<file path="src/rtl/shift_issue_stage_pkg.sv">
// shift_issue_stage_pkg: shared encodings and field positions for the shift issue stage
package shift_issue_stage_pkg;
  localparam logic [5:0] OPC_RTYPE  = 6'b000000;
  localparam logic [5:0] FUNCT_SLL  = 6'b000000;
  localparam logic [5:0] FUNCT_SRL  = 6'b000010;
  localparam logic [5:0] FUNCT_SRA  = 6'b000011;
  localparam logic [5:0] FUNCT_SLLV = 6'b000100;
  localparam logic [5:0] FUNCT_SRLV = 6'b000110;
  localparam logic [5:0] FUNCT_SRAV = 6'b000111;
  localparam logic [1:0] SHOP_SLL   = 2'b00;
  localparam logic [1:0] SHOP_SRL   = 2'b01;
  localparam logic [1:0] SHOP_SRA   = 2'b10;
  localparam int OPC_LSB   = 26;
  localparam int RS_LSB    = 21;
  localparam int RT_LSB    = 16;
  localparam int RD_LSB    = 11;
  localparam int SHAMT_LSB = 6;
  localparam int FUNCT_LSB = 0;
  // funct[1:0] picks the direction/kind; funct[2] only marks variable shifts
  function automatic logic [1:0] shop_of(input logic [5:0] funct);
    return funct[1] ? (funct[0] ? SHOP_SRA : SHOP_SRL) : SHOP_SLL;
  endfunction
endpackage

</file>
<file path="src/rtl/shift_issue_stage_forward_mux.sv">
// forward_mux: picks EX, then MEM, then register-file data for one source register
module forward_mux
  import shift_issue_stage_pkg::*;
#(
  parameter int W = 32
) (
  input  logic [4:0]   src,
  input  logic [W-1:0] rf_data,
  input  logic         ex_wr_en,
  input  logic [4:0]   ex_wr_reg,
  input  logic [W-1:0] ex_wr_data,
  input  logic         mem_wr_en,
  input  logic [4:0]   mem_wr_reg,
  input  logic [W-1:0] mem_wr_data,
  output logic [W-1:0] data
);
  // register 0 is hardwired to zero, so no forward source may override it
  always_comb
    data = (src == 5'd0) ? '0 :
           (ex_wr_en && ex_wr_reg == src) ? ex_wr_data :
           (mem_wr_en && mem_wr_reg == src) ? mem_wr_data : rf_data;
endmodule

</file>
<file path="src/rtl/shift_issue_stage.sv">
// shift_issue_stage: decodes shifts, forwards operands, detects load-use, registers shifter inputs
module shift_issue_stage
  import shift_issue_stage_pkg::*;
#(
  parameter int DATA_W  = 32,
  parameter int SHAMT_W = 5
) (
  input  logic               clock,
  input  logic               reset,
  input  logic               in_valid,
  input  logic [31:0]        in_instr,
  input  logic [DATA_W-1:0]  in_rs_data,
  input  logic [DATA_W-1:0]  in_rt_data,
  input  logic               stall_in,
  input  logic               flush,
  input  logic               ex_wr_en,
  input  logic [4:0]         ex_wr_reg,
  input  logic [DATA_W-1:0]  ex_wr_data,
  input  logic               ex_is_load,
  input  logic               mem_wr_en,
  input  logic [4:0]         mem_wr_reg,
  input  logic [DATA_W-1:0]  mem_wr_data,
  output logic               stall_req,
  output logic               out_valid,
  output logic [DATA_W-1:0]  ShiftOperand,
  output logic [SHAMT_W-1:0] ShiftAmount,
  output logic [1:0]         shift_op,
  output logic [4:0]         out_dest,
  output logic               out_wr_en
);
  logic [5:0]         opcode, funct;
  logic [4:0]         rs, rt, rd, shamt;
  logic               is_shift, variable, capture;
  logic [DATA_W-1:0]  rs_fwd, rt_fwd;
  logic               unused_rs_hi;
  assign opcode   = in_instr[OPC_LSB +: 6];
  assign rs       = in_instr[RS_LSB +: 5];
  assign rt       = in_instr[RT_LSB +: 5];
  assign rd       = in_instr[RD_LSB +: 5];
  assign shamt    = in_instr[SHAMT_LSB +: 5];
  assign funct    = in_instr[FUNCT_LSB +: 6];
  assign variable = funct[2];
  // only the low bits of rs feed the shifter, so a shift of 33 acts as 1
  assign unused_rs_hi = ^rs_fwd[DATA_W-1:SHAMT_W];
  // recognise the six R-type shift functs
  always_comb
    is_shift = in_valid && opcode == OPC_RTYPE &&
               (funct == FUNCT_SLL  || funct == FUNCT_SRL  || funct == FUNCT_SRA ||
                funct == FUNCT_SLLV || funct == FUNCT_SRLV || funct == FUNCT_SRAV);
  // a pending EX load feeding rt (or rs on a variable shift) cannot be forwarded yet
  always_comb
    stall_req = is_shift && ex_wr_en && ex_is_load && ex_wr_reg != 5'd0 &&
                (ex_wr_reg == rt || (variable && ex_wr_reg == rs));
  assign capture = is_shift && !stall_req;
  forward_mux #(.W(DATA_W)) u_fwd_rs (
    .src(rs), .rf_data(in_rs_data),
    .ex_wr_en(ex_wr_en), .ex_wr_reg(ex_wr_reg), .ex_wr_data(ex_wr_data),
    .mem_wr_en(mem_wr_en), .mem_wr_reg(mem_wr_reg), .mem_wr_data(mem_wr_data),
    .data(rs_fwd)
  );
  forward_mux #(.W(DATA_W)) u_fwd_rt (
    .src(rt), .rf_data(in_rt_data),
    .ex_wr_en(ex_wr_en), .ex_wr_reg(ex_wr_reg), .ex_wr_data(ex_wr_data),
    .mem_wr_en(mem_wr_en), .mem_wr_reg(mem_wr_reg), .mem_wr_data(mem_wr_data),
    .data(rt_fwd)
  );
  // stage register: reset > flush > stall_in > hazard bubble > capture
  always_ff @(posedge clock) begin
    if (reset) begin
      out_valid    <= 1'b0;
      out_wr_en    <= 1'b0;
      ShiftOperand <= '0;
      ShiftAmount  <= '0;
      shift_op     <= SHOP_SLL;
      out_dest     <= 5'd0;
    end else if (flush) begin
      out_valid <= 1'b0;
      out_wr_en <= 1'b0;
    end else if (!stall_in) begin
      out_valid    <= capture;
      out_wr_en    <= capture && rd != 5'd0;
      ShiftOperand <= rt_fwd;
      ShiftAmount  <= variable ? rs_fwd[SHAMT_W-1:0] : shamt;
      shift_op     <= shop_of(funct);
      out_dest     <= rd;
    end
  end
endmodule
</file>
<file path="config.mk">
export PLATFORM = sky130hd
export DESIGN_NAME = shift_issue_stage
export DESIGN_NICKNAME = d
export VERILOG_FILES = /design/src/rtl/shift_issue_stage_pkg.sv /design/src/rtl/shift_issue_stage_forward_mux.sv /design/src/rtl/shift_issue_stage.sv
export SDC_FILE = /design/constraint.sdc
export NUM_CORES = 1
export LEC_CHECK = 0
export ABC_AREA = 0
export BUFFER_PORTS_ARGS = -buffer_cell sky130_fd_sc_hd__buf_2
export CAP_MARGIN = 10
export CORE_UTILIZATION = 25
export CTS_CLUSTER_SIZE = 28
export DETAILED_ROUTE_END_ITERATION = 10
export PLACE_DENSITY_LB_ADDON = 0.1
export SLEW_MARGIN = 15
export SYNTH_ARGS = -nofsm -noshare
export SYNTH_HDL_FRONTEND = slang
export SYNTH_HIERARCHICAL = 1
export SYNTH_SLANG_ARGS = --single-unit
</file>
<file path="constraint.sdc">
create_clock -name clock -period 2.2 [get_ports clock]
set_input_delay 0.33 -clock clock [delete_from_list [all_inputs] [get_ports clock]]
set_output_delay 0.33 -clock clock [all_outputs]
set_load 0.005 [all_outputs]
</file>
-- Word-level counts from Yosys, hierarchy flattened
Index checks and enable logic that the tools add are counted.
- equal/unequal tests: 9
- mux-type cells: 9
- bitwise operators: 2
- reduce and logical (&&, ||, !) cells: 28
- operators with widths (cell ; number):
    $mux W32 ; 3
    $eq A5 B5 Y1 ; 4
    $mux W5 ; 4
    $eq A6 B3 Y1 const B ; 3
    $logic_and A1 B1 Y1 ; 13
    $eq A6 B2 Y1 const B ; 2
    $logic_not A6 Y1 ; 2
    $logic_not A5 Y1 ; 2
    $reduce_bool A5 Y1 ; 2
    $logic_or A1 B1 Y1 ; 6
    $mux W2 ; 2
    $not A1 Y1 ; 2
    $reduce_and A2 Y1 ; 1
    $reduce_or A2 Y1 ; 1
    $logic_not A1 Y1 ; 1
- register bits after elaboration: 46
- input bits: 178
- output and inout bits: 47
- word-level logic and storage cells: 54

-- Logic depth before layout (Yosys ltp)
- depth in word-level cells: 14
- depth in mapped cells: 8
- gate-level depth less buffers: 6

-- Modules after synthesis
The synthesis kept the hierarchy.
- modules (own cells, without submodules) (module ; times used ; cells an instance ; area each (um^2) ; seq. area each (um^2)):
    forward_mux ; 2 ; 196 ; 1251.2 ; 0.0
    shift_issue_stage ; 1 ; 229 ; 1821.7 ; 920.9

-- Least setup slack after synthesis
No wires, ideal clock.
- kind: in2reg
- start: input mem_wr_reg[3]
- end: register ShiftAmount[1]
- setup time: 0.086 ns
- arrival: 1.637 ns
- required time: 2.114 ns
- setup slack: 0.478 ns
- stages: 7
- buffers on the path: 1
- cell sequence: xnor2_2 > clkbuf_1 > nand3_1 > o22a_1 > a211oi_1 > mux2i_1 > a211oi_1
- longest elaborated chain between the ends: 6
- RTL lines (element ; RTL line ; RTL):
    start, declared ; shift_issue_stage.sv:21 ; input logic [4:0] mem_wr_reg,
    $eq A5 B5 Y1 ; shift_issue_stage_forward_mux.sv:21 ; (mem_wr_en && mem_wr_reg == src) ? mem_wr_data : rf_data;
    $logic_and A1 B1 Y1 ; shift_issue_stage_forward_mux.sv:21 ;
    $mux W5 ; shift_issue_stage_forward_mux.sv:21 ;
    $mux W5 ; shift_issue_stage_forward_mux.sv:20 ; (ex_wr_en && ex_wr_reg == src) ? ex_wr_data :
    $mux W5 ; shift_issue_stage_forward_mux.sv:19 ; data = (src == 5'd0) ? '0 :
    via rs_fwd[1] ; shift_issue_stage.sv:34 ; logic [DATA_W-1:0] rs_fwd, rt_fwd;
    $mux W5 ; shift_issue_stage.sv:83 ; ShiftAmount <= variable ? rs_fwd[SHAMT_W-1:0] : shamt;
    end signal, assigned ; shift_issue_stage.sv:83 ;
    end, declared ; shift_issue_stage.sv:26 ; output logic [SHAMT_W-1:0] ShiftAmount,
The timed path passes the listed nets, and every way through them passes these cells.
A chain may end at the register's enable or synchronous reset.

-- Final worst setup path
- start: input ex_wr_reg[0]
- end: output stall_req
- longest elaborated chain between the ends: 4
- elaborated cells on any way between the ends: 7
- those cells by class: eq/ne: 2; reduce/logical: 5
- RTL lines (element ; RTL line ; RTL):
    start, declared ; shift_issue_stage.sv:17 ; input logic [4:0] ex_wr_reg,
    $eq A5 B5 Y1 ; shift_issue_stage.sv:53 ; (ex_wr_reg == rt || (variable && ex_wr_reg == rs));
    $logic_and A1 B1 Y1 ; shift_issue_stage.sv:53 ;
    $logic_or A1 B1 Y1 ; shift_issue_stage.sv:53 ;
    $logic_and A1 B1 Y1 (*) ; shift_issue_stage.sv:52 ; stall_req = is_shift && ex_wr_en && ex_is_load && ex_wr_reg != 5'd0 &&
    end, declared ; shift_issue_stage.sv:23 ; output logic stall_req,
Every way passes the cells marked *; elsewhere a longest branch is shown, timed or not.

==> impl_metrics.csv <==
group,metric,value,unit
cts,hold_buffers,0,
floorplan,die_h,119.2,µm
finish,area_growth,38.34,%
cts,post_cts_resize_count,0,
timing,slew_viol_final,0,
grt,grt-ovfl-total,0,
cts,cts.sinks,46,
finish,diodes,0,
worst_setup_path,cp-start-kind,"input port",
timing,hold_viol,0,
cts,post_cts_buffers,0,
grt,track_usage,19.38,%
detailed_routing,vias,4146,
detailed_routing,first_pass_iters,5,
finish,ff_latch_area,920.9,µm²
power_and_ir_drop,power_density,515.4,nW/µm²
finish,fin_nets,818,
timing,min_period,1859,ps
timing,worstMarginPinSlew,475.6,ps
floorplan,fp-row-count,42,
grt,grt_pass1_wl,21.73,mm
grt,antenna_found_initial,1,
floorplan,num_io_pins,225,
power_and_ir_drop,finalPower,2.448,mW
detailed_routing,drt.antenna.violating_nets,0,
placement,dp_cells,809,
detailed_routing,wirelength,13.78,mm
floorplan,die_area,14210,µm²
finish,drive_gt1_share,37.60,%
placement,gp_congestion,0.8157,
grt,grt_max_degree,51,
detailed_routing,drc_errors,0,
cts,cts_tree,"yes",
placement,dp_hpwl,10.43,mm
timing,rsz0062_at_grt,"no",
run,maxCapViolations,0,
timing,period_share,84.50,%
grt,grt_pass1_vias,4107,
timing,finalSetupViolations,0,
power_and_ir_drop,p_leak,1.880,nW
detailed_routing,vias_per_cell,5.075,
worst_setup_path,worst_ep_required_time,1870,ps
timing,timing.slew.headroom,68.22,%
detailed_routing,routedWlPerCell,16.86,µm
cts,h-tree-depth,2,
floorplan,coreArea,13300,µm²
power_and_ir_drop,irDropWorstVdd,0.0002487,V
status,run_status,"completed",
cts,ctsRootBufferMaster,"clkbuf_16",
worst_hold_path,hold_class,"input port to register",
worst_setup_path,critPathKind,"input port to output port",
timing,clock_skew,0,ps
cts,numCtsBuffers,5,
synthesis,syn_inst,485,
timing,final.setup.tns,0,ps
finish,multi_input_area,2265,µm²
synthesis,syn_nets,663,
worst_setup_path,crit_fanout,5,
cts,clock_path_buffers,2,
floorplan,fp.dieW,119.2,µm
finish,fill_cells,1470,
finish,fin_cells,817,
worst_setup_path,cp_data_arrival_time,1530,ps
placement,portBuffers,197,
timing,clock.fmax,0.5379,GHz
cts,clk_pin_slew,70,ps
cts,clkLatencyLatePin,290,ps
synthesis,synth_area,3433,µm²
floorplan,start_util,25.82,%
detailed_routing,dr.first_iter.drc_count,178,
worst_setup_path,end_kind,"output port",
synthesis,synth_area_per_cell,7.079,µm²
synthesis,yosys_warnings,6,
[metrics by stage]
stage	area [µm²]	hold slack (ps)	setup WS [ps]	utilization [%]
finish	4750	280.4	341.0	35.72
CTS	4750	274.4	343.9	35.72
global route	4750	271.8	158.1	35.72
global placement	4581	440.9	198.8	34.45
floorplan	3433	448.2	593.5	-
detailed placement	4581	444.1	161.8	34.45
[critical path, stage by stage]
cell     delay, ps
buf_2          150
or3_1          370
o311a_1        400
nand2_1        110
nor2_1          40
buf_2          120
[placed cells by master (no fill, tap or decap), types with 8 or more instances in the layout]
master / n
nor2_1: 8
a211oi_1: 28
a21oi_1: 39
buf_2: 197
buf_4: 14
a311oi_2: 10
o21ai_0: 37
dfxtp_1: 46
o22a_1: 21
nor3_1: 38
nand2_1: 83
xnor2_1: 28
nand3_1: 24
nand4_1: 21
[power breakdown]
group | internal [mW] | switching [mW]
Combinational | 0.295 | 0.366
Sequential | 0.873 | 0.0192
Clock | 0.539 | 0.355
Total | 1.71 | 0.740
[worst paths after layout]
check / startpoint / end / slack [ps] / depth (start not counted)
worst max register to register: ShiftAmount[4]$_SDFFE_PP0P_ / ShiftAmount[4]$_SDFFE_PP0P_ / 1520 / 2
worst max-delay path: ex_wr_reg[0] / stall_req / 340 / 6
worst min-delay path: in_instr[14] / out_dest[3]$_SDFFE_PP0P_ / 280 / 3
worst min register to register: out_dest[4]$_SDFFE_PP0P_ / out_dest[4]$_SDFFE_PP0P_ / 450 / 2
[sequential cells by signal (all words and copies together) (netlist names)]
| signal | count |
|---|---|
| out_wr_en | 1 |
| out_dest | 5 |
| shift_op | 2 |
| ShiftAmount | 5 |
| out_valid | 1 |
| ShiftOperand | 32 |
[final cells by class]
cell class | instances | area share (%)
Multi-Input combinational cell | 371 | 47.68
Clock buffer | 5 | 2.634
Inverter | 1 | 0.07903
Tap cell | 176 | 4.636
Clock inverter | 3 | 0.9220
Timing Repair Buffer | 215 | 24.66
Sequential cell | 46 | 19.39
[metal layers]
layer / GRT usage [%] / up-vias / routed length [µm]
li1: - / 2067 / -
met1: 25.98 / 1910 / 6484
met2: 32.56 / 163 / 6353
met3: 3.161 / 4 / 872
met4: 3.797 / 2 / 51
met5: 0 / - / 17
Note: power is estimated with default switching activity, not from simulation.
